### src/rtl/pipe_ctrl_pkg.sv
// pipe_ctrl_pkg: shared state encoding and constants for the pipeline stall/flush sequencer
package pipe_ctrl_pkg;
  typedef enum logic [1:0] {RUN = 2'd0, MD_BUSY = 2'd1} state_t;
  localparam logic [31:0] NOP_INSN = 32'h0000_0000;
  localparam int MD_TIMEOUT_DEFAULT = 40;
endpackage

### src/rtl/pipe_perf_counters.sv
// pipe_perf_counters: wrapping event counters (clock, reset, stall/flush/busy strobes in; stall_cycles/flush_count/md_cycles out)
module pipe_perf_counters #(
  parameter int CNT_W = 32
) (
  input  logic             clock,
  input  logic             reset,
  input  logic             stall,
  input  logic             flush,
  input  logic             busy,
  output logic [CNT_W-1:0] stall_cycles,
  output logic [CNT_W-1:0] flush_count,
  output logic [CNT_W-1:0] md_cycles
);
  always_ff @(posedge clock) begin
    if (reset) begin
      stall_cycles <= '0;
      flush_count  <= '0;
      md_cycles    <= '0;
    end else begin
      stall_cycles <= stall_cycles + CNT_W'(stall);
      flush_count  <= flush_count + CNT_W'(flush);
      md_cycles    <= md_cycles + CNT_W'(busy);
    end
  end
endmodule

### src/rtl/pipeline_stall_ctrl.sv
// pipeline_stall_ctrl: stall/flush sequencer (hazard/branch/multdiv in; latch enables, flush/bubbles, md_start/md_abort, ctrl_state, perf counters out; counters built under PIPE_PERF_CNT_EN)
module pipeline_stall_ctrl
  import pipe_ctrl_pkg::*;
#(
  parameter int MD_TIMEOUT = MD_TIMEOUT_DEFAULT,
  parameter int CNT_W      = 32
) (
  input  logic             clock,
  input  logic             reset,
  input  logic             haz_load_use,
  input  logic             branch_taken,
  input  logic             md_insn_dx,
  input  logic             md_ready,
  output logic             md_start,
  output logic             md_abort,
  output logic             pc_en,
  output logic             fd_en,
  output logic             dx_en,
  output logic             xm_en,
  output logic             mw_en,
  output logic             fd_flush,
  output logic             dx_bubble,
  output logic             xm_bubble,
  output logic [1:0]       ctrl_state,
  output logic [CNT_W-1:0] stall_cycles,
  output logic [CNT_W-1:0] flush_count,
  output logic [CNT_W-1:0] md_cycles
);
  localparam int TW = $clog2(MD_TIMEOUT + 1);
  state_t state;
  logic [TW-1:0] tmo;
  logic busy, tmo_hit, hold, br, lu;
  assign busy    = state == MD_BUSY;
  assign tmo_hit = tmo == TW'(MD_TIMEOUT);
  // still waiting on multdiv: neither a result nor the timeout this cycle
  assign hold      = busy && !md_ready && !tmo_hit;
  assign br        = !reset && !busy && branch_taken;
  assign md_start  = !reset && !busy && !branch_taken && md_insn_dx;
  assign lu        = !reset && !busy && !branch_taken && !md_insn_dx && haz_load_use;
  assign md_abort  = !reset && busy && tmo_hit && !md_ready;
  assign pc_en     = !reset && !md_start && !lu && !hold;
  assign fd_en     = pc_en;
  assign dx_en     = !reset && !md_start && !hold;
  assign xm_en     = !reset;
  assign mw_en     = !reset;
  assign fd_flush  = reset || br;
  assign dx_bubble = reset || br || lu;
  assign xm_bubble = reset || md_start || hold;
  assign ctrl_state = state;
  always_ff @(posedge clock) begin
    if (reset) begin
      state <= RUN;
      tmo   <= '0;
    end else if (md_start) begin
      state <= MD_BUSY;
      tmo   <= TW'(1);
    end else if (busy) begin
      state <= hold ? MD_BUSY : RUN;
      tmo   <= tmo + TW'(1);
    end
  end
`ifdef PIPE_PERF_CNT_EN
  pipe_perf_counters #(.CNT_W(CNT_W)) u_perf (
    .clock(clock),
    .reset(reset),
    .stall(!reset && !pc_en),
    .flush(br),
    .busy(!reset && busy),
    .stall_cycles(stall_cycles),
    .flush_count(flush_count),
    .md_cycles(md_cycles)
  );
`else
  assign stall_cycles = '0;
  assign flush_count  = '0;
  assign md_cycles    = '0;
`endif
endmodule

### config.mk
export PLATFORM = sky130hd
export DESIGN_NAME = pipeline_stall_ctrl
export DESIGN_NICKNAME = d
export VERILOG_FILES = /design/src/rtl/pipe_ctrl_pkg.sv /design/src/rtl/pipe_perf_counters.sv /design/src/rtl/pipeline_stall_ctrl.sv
export SDC_FILE = /design/constraint.sdc
export NUM_CORES = 1
export LEC_CHECK = 0
export ABC_AREA = 1
export CAP_MARGIN = 20
export CORE_MARGIN = 5
export CORE_UTILIZATION = 33
export DETAILED_ROUTE_END_ITERATION = 6
export PLACE_DENSITY_LB_ADDON = 0.1
export SLEW_MARGIN = 20
export SYNTH_ARGS = -nofsm -noshare
export SYNTH_HDL_FRONTEND = slang
export SYNTH_SLANG_ARGS = --single-unit
### constraint.sdc
create_clock -name clock -period 3.2 [get_ports clock]
set_input_delay 0.48 -clock clock [delete_from_list [all_inputs] [get_ports clock]]
set_output_delay 0.48 -clock clock [all_outputs]
set_load 0.005 [all_outputs]
==> impl_results.md, run 1 <==
* Period minus WS final at 2.399 ns
* Syn Area/Cell at 7.386 µm²
* Largest net degree at the start of global routing at 12
* Post-route ant nets at 0
* Final Max Tran Viols at 0
* CP top delay family: buffers and inverters
* Critical Path Slowest Stage Cell: clkdlybuf4s50_1
* CTS max path bufs at 2
* CP Buf/Inv Count at 2
* Worst path required time at 2.72 ns
* Die area at 5008 µm²
* Met3 wire len at 359 µm
* Endpoints failing setup at 0
* Metal-1 WL at 493 µm
* Top cell type's share of synthesized area at 0.6160
* Starting density of the core at 0.3380
* Post-synth top cells: 100 x buf_4, 12 x inv_1, 10 x nand2_1, 8 x nor2_1, 7 x dfxtp_1
* Synth Warn # at 0
* CTS clk-pin slew, worst paths at ~0.04 ns
* Worst Min Path Start: tmo[5]
* Crit. Startpoint: reset
* Synth async-reset ratio at 0
* CTS Hold Bufs at 0
* Most frequent cell after synthesis: buf_4
* Sequential fraction of the synthesis area at 0.1150
* FF/Latch Area at 140.1 µm²
* DR top layer: met3
* Post-synth top flop: dfxtp_1
* Final Hold Vio Count at 0
* Tcrit/Tclk final at 0.7495
* CTS root buf: clkbuf_8
* R2r setup slk at 2.00 ns
* Port-buffer cells at 16
* R2r startpoint: ctrl_state[0]
* Multi-input gate area at around 630 µm²
* Remaining DRCs at 0
* Initial antenna violation count at 0
* Synthesized flop and latch total at 7
* EDFF count, synth at 0
* Post-DP HPWL at between 1500 and 2000 µm
* Yosys cell types at 21
* Clk sinks at 7
* Post-CTS sizing at 0
* Fin nets at 189
* Clock latency at the later pin of the worst-skew pair at 0.23 ns
* RSZ-0062 raised after global routing: false
* Row cnt at 22
* Worst setup path end: pc_en
* Startpoint Class: input port
* CP cell instances: clkdlybuf4s50_1 > nor2_4 > nand4_1 > nand3_1 > nor2_1 > clkdlybuf4s50_1
* Post-CTS Setup Bufs at 0
* Number of DRC markers in iteration 0 at 1
* Mapped Cells at 165
* Hold/Removal Path Class: reg -> reg
* Setup CP Type: in -> out
* Core ar. at 3606 µm²
* Peak supply drop at 0.1174 mV
* Max Clock Skew at between 0.005 and 0.006 ns
* CP arrival at 1.92 ns
* Status: finished clean
* Total track usage at 0.05183
* Synth area leaders: buf_4 62%, dfxtp_1 11%, inv_1 3.7%
* Wire length on met2 at 890 µm
* Final wirelength at 1743 µm
* Pleak at 0.6084 nW
* Fmax at between 0.4 and 0.5 GHz
* Non-Filler Instances at between 200 and 250
* CTS buffer count at 3
* Via Count at 688
* Pre-antenna DRT Iters at 4
* Most used cell, CP: clkdlybuf4s50_1
* IO Count at around 110
* Post-Syn Area at about 1200 µm²
* PwrDens at 274.6 nW/µm²
* Global-route wire length before repair at 2049 µm
* CTS tree: yes
* FF-to-FF path depth at 5
* Area leader, netlist: buf_4
* # Max-Cap Violations at 0
* Max FO, Critical Path at 2
* Layout cell share with drive strength beyond 1 at 0.06667
* H-tree level count at 1
* Placed insts at 224
* DR WL/cell at 7.645 µm
* Critical path depth at 6
* Overflow after GRT at 0
* Vias in the first global route at 468
* Crit path largest cell delay at 0.53 ns
* Reg2Reg Capture Point: tmo[4]
* Vias per cell at between 3 and 4
* Power Total at between 0.2 and 0.3 mW
* Number of diodes at 0
* Crit. End Element: output port
* Worst hold margin at between 0.4 and 0.5 ns
* Final GP Congestion at approximately 0.67
* Chip width at about 71 µm
* Area grow syn2layout at -11.19%
* Die Y at 70.77 µm
* # fillers at 409
* Final setup TNS at 0 ns
## cells in the final DEF (no fill, tap or decap), drive strengths merged
master | Yosys | routed
inv | 13 | 13
o21ai | 3 | 3
clkdlybuf4s50 | 0 | 16
nand3 | 5 | 5
nor2 | 12 | 12
nand4 | 1 | 1
ha | 2 | 2
a21oi | 5 | 5
clkbuf | 0 | 4
xnor2 | 1 | 1
conb | 1 | 97
o211ai | 1 | 1
nand2 | 12 | 12
nor3 | 1 | 1
dfxtp | 7 | 7
## metrics by stage
| step | setup WS [ns] | instance area (µm²) | utilization |
|---|---|---|---|
| 2_1_floorplan | 1.562 | 1579 | - |
| 3_3_place_gp | 0.8002 | 1037 | 0.2876 |
| 3_5_place_dp | 0.7868 | 1037 | 0.2876 |
| 4_1_cts | 0.7869 | 1082 | 0.3001 |
| 5_1_grt | 0.6953 | 1082 | 0.3001 |
| 6_report | 0.8015 | 1082 | 0.3001 |
## layer usage
layer	vias to the layer above	track usage
met2	62	0.08960
met4	0	0.02505
met3	0	0.02557
met1	294	0.05165
li1	332	-
met5	-	0
## cell type report
cell class,count,share of cell area
Multi-Input combinational cell,140,0.5803
Clock buffer,4,0.04162
Tap cell,48,0.05549
Timing Repair Buffer,16,0.1480
Sequential cell,7,0.1295
Inverter,13,0.04509
## flip-flops by register name (all words and copies together) (netlist names)
| register | cells |
|---|---|
| tmo | 6 |
| ctrl_state | 1 |
## cells by family after synthesis
group           after synthesis  share of synthesized area
fa+ha+maj                     2                    0.02053
buf+inv                     114                     0.6653
compound gates                9                    0.04210
other cells                   1                   0.003077
flops                         7                     0.1150
xor+xnor                      1                   0.007188
simple gates                 31                     0.1468
## worst min-delay path, stage by stage (launching register included)
cell     delay [ns]
dfxtp_1        0.32
nand2_1        0.07
a21oi_1        0.05
## power breakdown
group	switching (mW)	total [mW]	internal, mW
registers	0.00561	0.0960	0.0904
logic	0.0497	0.0768	0.0271
clock network	0.0382	0.124	0.0862
total	0.0935	0.297	0.204
## how the worst min path moves through the flow
stage | end | slack [ns] | cells after the start
2_1_floorplan | tmo[5] | 0.45 | 2
3_3_place_gp | tmo[5] | 0.47 | 2
3_5_place_dp | tmo[5] | 0.47 | 2
4_1_cts | tmo[5] | 0.48 | 2
5_1_grt | tmo[5] | 0.51 | 2
6_report | tmo[5] | 0.48 | 2
Power figures use the tool's default switching activity.
==> run 2: changes to the inputs <==
--- a/config.mk
+++ b/config.mk
@@ -8,7 +8,7 @@
 export ABC_AREA = 1
 export CAP_MARGIN = 20
 export CORE_MARGIN = 5
-export CORE_UTILIZATION = 33
+export CORE_UTILIZATION = 28
 export DETAILED_ROUTE_END_ITERATION = 6
 export PLACE_DENSITY_LB_ADDON = 0.1
 export SLEW_MARGIN = 20
==> constraint.sdc (replaced) <==
create_clock -name clock -period 2 [get_ports clock]
set_input_delay 0.3 -clock clock [delete_from_list [all_inputs] [get_ports clock]]
set_output_delay 0.3 -clock clock [all_outputs]
set_load 0.005 [all_outputs]
==> impl_results.md, run 2 (synthesis results as in run 1) <==
* Status: finished clean
* Reg2Reg Capture Point: ctrl_state[0]
* Chip width at around 76 µm
* Final wirelength at 2008 µm
* Startpoint Class: register
* Global-route met2 utilization at 0.1241
* Non-Filler Instances at 239
* Hold/Removal Path Class: reg -> reg
* Pleak at 0.6778 nW
* Layout cell share with drive strength beyond 1 at 0.1176
* Max FO, Critical Path at 3
* Worst path required time at about 1.7 ns
* Hold Path Depth at 2
* DR WL/cell at 8.402 µm
* Clk sinks at 7
* Period minus WS final at 1.947 ns
* Gr busiest metal: met2
* Die Y at ~76 µm
* CP arrival at 1.65 ns
* Row cnt at 24
* CTS clk-pin slew, worst paths at 0.04 ns
* Via Count at 719
* Final Hold Vio Count at 0
* Core ar. at about 4300 µm²
* CTS tree: yes
* Vias per cell at 3.008
* RSZ-0062 raised after global routing: true
* H-tree level count at 1
* Vias in the first global route at 648
* Final Max Tran Viols at 0
* PwrDens at about 430 nW/µm²
* CTS Hold Bufs at 0
* Die area at 5771 µm²
* Remaining DRCs at 0
* Hold Path End: tmo[5]
* FF-to-FF path depth at 9
* Pre-antenna DRT Iters at 4
* Max Clock Skew at 0.003361 ns
* Number of diodes at 0
* Post-layout util at 0.2666
* Max FFs per register at 6
* Area grow syn2layout at -6.057%
* CTS max path bufs at 2
* Post-route ant nets at 0
* Crit. End Element: output port
* Most frequent cells in the layout: 97 x conb_1, 12 x inv_1, 10 x nand2_1, 10 x clkdlybuf4s50_1
* Final setup TNS at 0 ns
* Final GP Congestion at approximately 0.65
* Peak supply drop at 0.1294 mV
* Starting density of the core at 0.2838
* Global-route wire length before repair at 2946 µm
* CTS root buf: clkbuf_8
* Commonest non-fill, non-tap cell in the layout: conb_1
* Endpoints failing setup at 0
* R2r startpoint: tmo[1]
* Fin nets at 196
* Grt met3 use at 0.01182
* CTS buffer count at 3
* # Max-Cap Violations at 0
* R2r setup slk at 0.77 ns
* Port-buffer cells at 16
* Number of DRC markers in iteration 0 at 14
* GR Layer Usage met1 at 0.05147
* Initial antenna violation count at 0
* Post-DP HPWL at 1787 µm
* Fmax at 0.5137 GHz
* IO Count at roughly 110
* Placed insts at 233
* Largest net degree at the start of global routing at 9
* Most flops, register: tmo
* Clock latency at the later pin of the worst-skew pair at 0.23 ns
* Tcrit/Tclk final at 0.9734
* Worst Min Path Start: tmo[5]
* Total track usage at 0.06144
* Setup CP Type: reg -> out
* Overflow after GRT at 0
[run 2: cell count changes in the layout (fill, tap and decap cells not counted)]
cell             before  now
clkdlybuf4s50_1      16   10
dlymetal6s2s_1        0    2
dlygate4sd2_1         0    4
buf_4                 0    7
dfxtp_1               7    5
nor2_1                8    7
nor2_2                1    2
dfxtp_2               0    2
[run 2: worst max-delay path: stages, from the launching register on]
cell	delay, ns
dfxtp_2	0.32
inv_1	0.06
ha_1	0.13
inv_1	0.04
nor2_2	0.12
a21oi_2	0.10
buf_4	0.14
buf_4	0.12
nor2_1	0.13
dlygate4sd2_1	0.26
[run 2: power breakdown]
group,switching [mW],total [mW],leakage [nW],internal (mW)
logic,0.0884,0.138,0.597,0.0493
registers,0.00392,0.149,0.0576,0.145
clock network,0.0634,0.202,0.0228,0.138
total,0.156,0.488,0.678,0.333
[run 2: how the worst max path moves through the flow]
stage / start / endpoint
floorplan: tmo[0] / pc_en
global placement: reset / pc_en
detailed placement: md_insn_dx / fd_en
CTS: tmo[1] / xm_bubble
global route: tmo[1] / pc_en
finish: tmo[1] / fd_en
[run 2: cell type report]
class / count / area (µm²)
inverter: 13 / 48.80
fill: 496 / 3149
sequential: 7 / 142.6
clock buffer: 4 / 45.04
multi-input combinational: 140 / 630.6
tap: 52 / 65.06
timing repair buffer: 23 / 212.7
[run 2: stage by stage]
step	hold slack [ns]	total power, mW	cell area, µm²	setup slack, ns
after CTS	0.4881	0.4913	1132	0.03147
final	0.4795	0.4883	1145	0.05328
after floorplan	0.4510	0.3743	1579	0.5424
after detailed placement	0.4809	0.2849	1080	-0.03185
after global placement	0.4689	0.2856	1080	-0.01073
after global routing	0.5109	0.5222	1145	-0.04629
[run 2: routing by layer]
metal,vias up,share of wire
li1,348,-
met1,307,0.29
met2,60,0.54
met3,4,0.15
met4,0,0.022
met5,-,0
[run 2: timing repair]
item	4_1_cts	5_1_grt
resized for setup	7	2
buffers inserted	1	1
endpoints found under the setup margin	4	2
pin swaps	1	1
==> run 3: changes to the inputs <==
--- a/config.mk
+++ b/config.mk
@@ -10,7 +10,7 @@
 export CORE_MARGIN = 5
 export CORE_UTILIZATION = 28
 export DETAILED_ROUTE_END_ITERATION = 6
-export PLACE_DENSITY_LB_ADDON = 0.1
+export PLACE_DENSITY = 0.78
 export SLEW_MARGIN = 20
 export SYNTH_ARGS = -nofsm -noshare
 export SYNTH_HDL_FRONTEND = slang
==> impl_results.md, run 3 (synthesis results as in run 1) <==
* Total track usage at 0.05846
* Clk sinks at 7
* Global-route wire length before repair at about 2800 µm
* Fmax at 0.5050 GHz
* Initial antenna violation count at 0
* Startpoint Class: input port
* CP arrival at 1.68 ns
* CTS root buf: clkbuf_8
* Placement Cell Area at 1080 µm²
* Number of diodes at 0
* Largest net degree at the start of global routing at 9
* Crit path largest cell delay at ~0.52 ns
* # fillers at 481
* CTS tree: yes
* Post-route design area at 1150 µm²
* Hold Path Depth at 2
* Endpoints failing setup at 0
* Chip width at 75.97 µm
* Vias per cell at 3.097
* # Max-Cap Violations at 0
* Commonest non-fill, non-tap cell in the layout: conb_1
* Pleak at 0.6760 nW
* Starting density of the core at 0.2838
* Post-CTS Setup Bufs at 0
* Final Max Tran Viols at 0
* CTS Hold Bufs at 0
* IO Count at 114
* Max FFs per register at 6
* Tcrit/Tclk final at 0.9901
* Peak supply drop at approximately 0.17 mV
* Layout cell share with drive strength beyond 1 at 0.1189
* Core ar. at roughly 4300 µm²
* Most used cell, CP: clkdlybuf4s50_1
* Overflow after GRT at 0
* Via Count at 734
* CTS max path bufs at 2
* PwrDens at 428.3 nW/µm²
* Final setup TNS at 0 ns
* Status: finished clean
* Post-DP HPWL at 1756 µm
* Hold/Removal Path Class: reg -> reg
* Setup CP Type: in -> out
* Vias in the first global route at 633
* CP cell instances: clkdlybuf4s50_1 > inv_1 > nand4_1 > nand3_1 > nor2_2 > clkdlybuf4s50_1
* DR WL/cell at 8.224 µm
* CTS buffer count at 3
* Number of DRC markers in iteration 0 at 14
* Period minus WS final at 1.980 ns
* Die area at 5771 µm²
* Max FO, Critical Path at 2
* Final GP Congestion at around 0.81
* Die Y at roughly 76 µm
* Area grow syn2layout at -5.647%
* RSZ-0062 raised after global routing: true
* FF-to-FF path depth at 6
* Remaining DRCs at 0
* Critical Path Slowest Stage Cell: clkdlybuf4s50_1
* Max Clock Skew at roughly 0.0013 ns
* CTS clk-pin slew, worst paths at ~0.04 ns
* Final Hold Vio Count at 0
* Row cnt at 24
* Crit. End Element: output port
* Fin nets at 194
* Clock latency at the later pin of the worst-skew pair at 0.23 ns
* Most flops, register: tmo
* Most frequent cells in the layout: 97 x conb_1, 11 x inv_1, 11 x clkdlybuf4s50_1, 10 x nand2_1, 6 x nor2_1
* H-tree level count at 1
* Worst path required time at approximately 1.7 ns
* Final wirelength at 1949 µm
* Post-route ant nets at 0
* Port-buffer cells at 16
* Pre-antenna DRT Iters at 4
[run 3: power breakdown]
group / switching, mW / leakage, nW / internal, mW / total, mW
clock: 0.0615 / 0.0228 / 0.138 / 0.199
combinational: 0.0927 / 0.596 / 0.0513 / 0.144
sequential: 0.00371 / 0.0576 / 0.145 / 0.149
total: 0.158 / 0.676 / 0.335 / 0.492
[run 3: path summary, 6_finish.rpt]
check / from / to / slack (ns)
min reg2reg: tmo[5] / tmo[5] / 0.47
max reg2reg: ctrl_state[0] / tmo[4] / 0.86
max: md_insn_dx / pc_en / 0.02
min: tmo[5] / tmo[5] / 0.47
[run 3: per-stage QoR]
stage                 util  power (mW)  setup slack [ns]  instances  hold WS, ns
global placement    0.2515      0.2822          0.005840        233       0.4667
detailed placement  0.2515      0.2858          -0.03860        233       0.4706
finish              0.2678      0.4924           0.01987        237       0.4728
global route        0.2678      0.5232          -0.04901        237       0.5033
CTS                 0.2652      0.4899          0.001092        237       0.4768
floorplan                -      0.3743            0.5424        261       0.4510
[run 3: worst max-delay path: cells and delay by family]
family                 cells  cell delay [ns]
and+or+nand+nor            3             0.30
buffers and inverters      3             1.08
[run 3: layer usage]
| metal | up-vias | wire (µm) | global-route usage |
|---|---|---|---|
| met5 | - | 0 | 0 |
| met4 | 0 | 51 | 0.04270 |
| met3 | 4 | 252 | 0.01418 |
| met2 | 59 | 1066 | 0.1130 |
| met1 | 325 | 578 | 0.05064 |
| li1 | 346 | - | - |
[run 3: layout make-up]
| cell class | instances | area [µm²] | area share |
|---|---|---|---|
| Timing Repair Buffer | 21 | 202.7 | 0.1763 |
| Sequential cell | 7 | 142.6 | 0.1240 |
| Clock buffer | 4 | 45.04 | 0.03917 |
| Inverter | 13 | 48.80 | 0.04244 |
| Multi-Input combinational cell | 140 | 645.6 | 0.5615 |
| Tap cell | 52 | 65.06 | 0.05658 |
[run 3: what timing repair did]
| item | in CTS | in global routing |
|---|---|---|
| setup endpoints to repair | 4 | 4 |
| gates resized for setup | 7 | 5 |
| pin swaps | 1 | 1 |
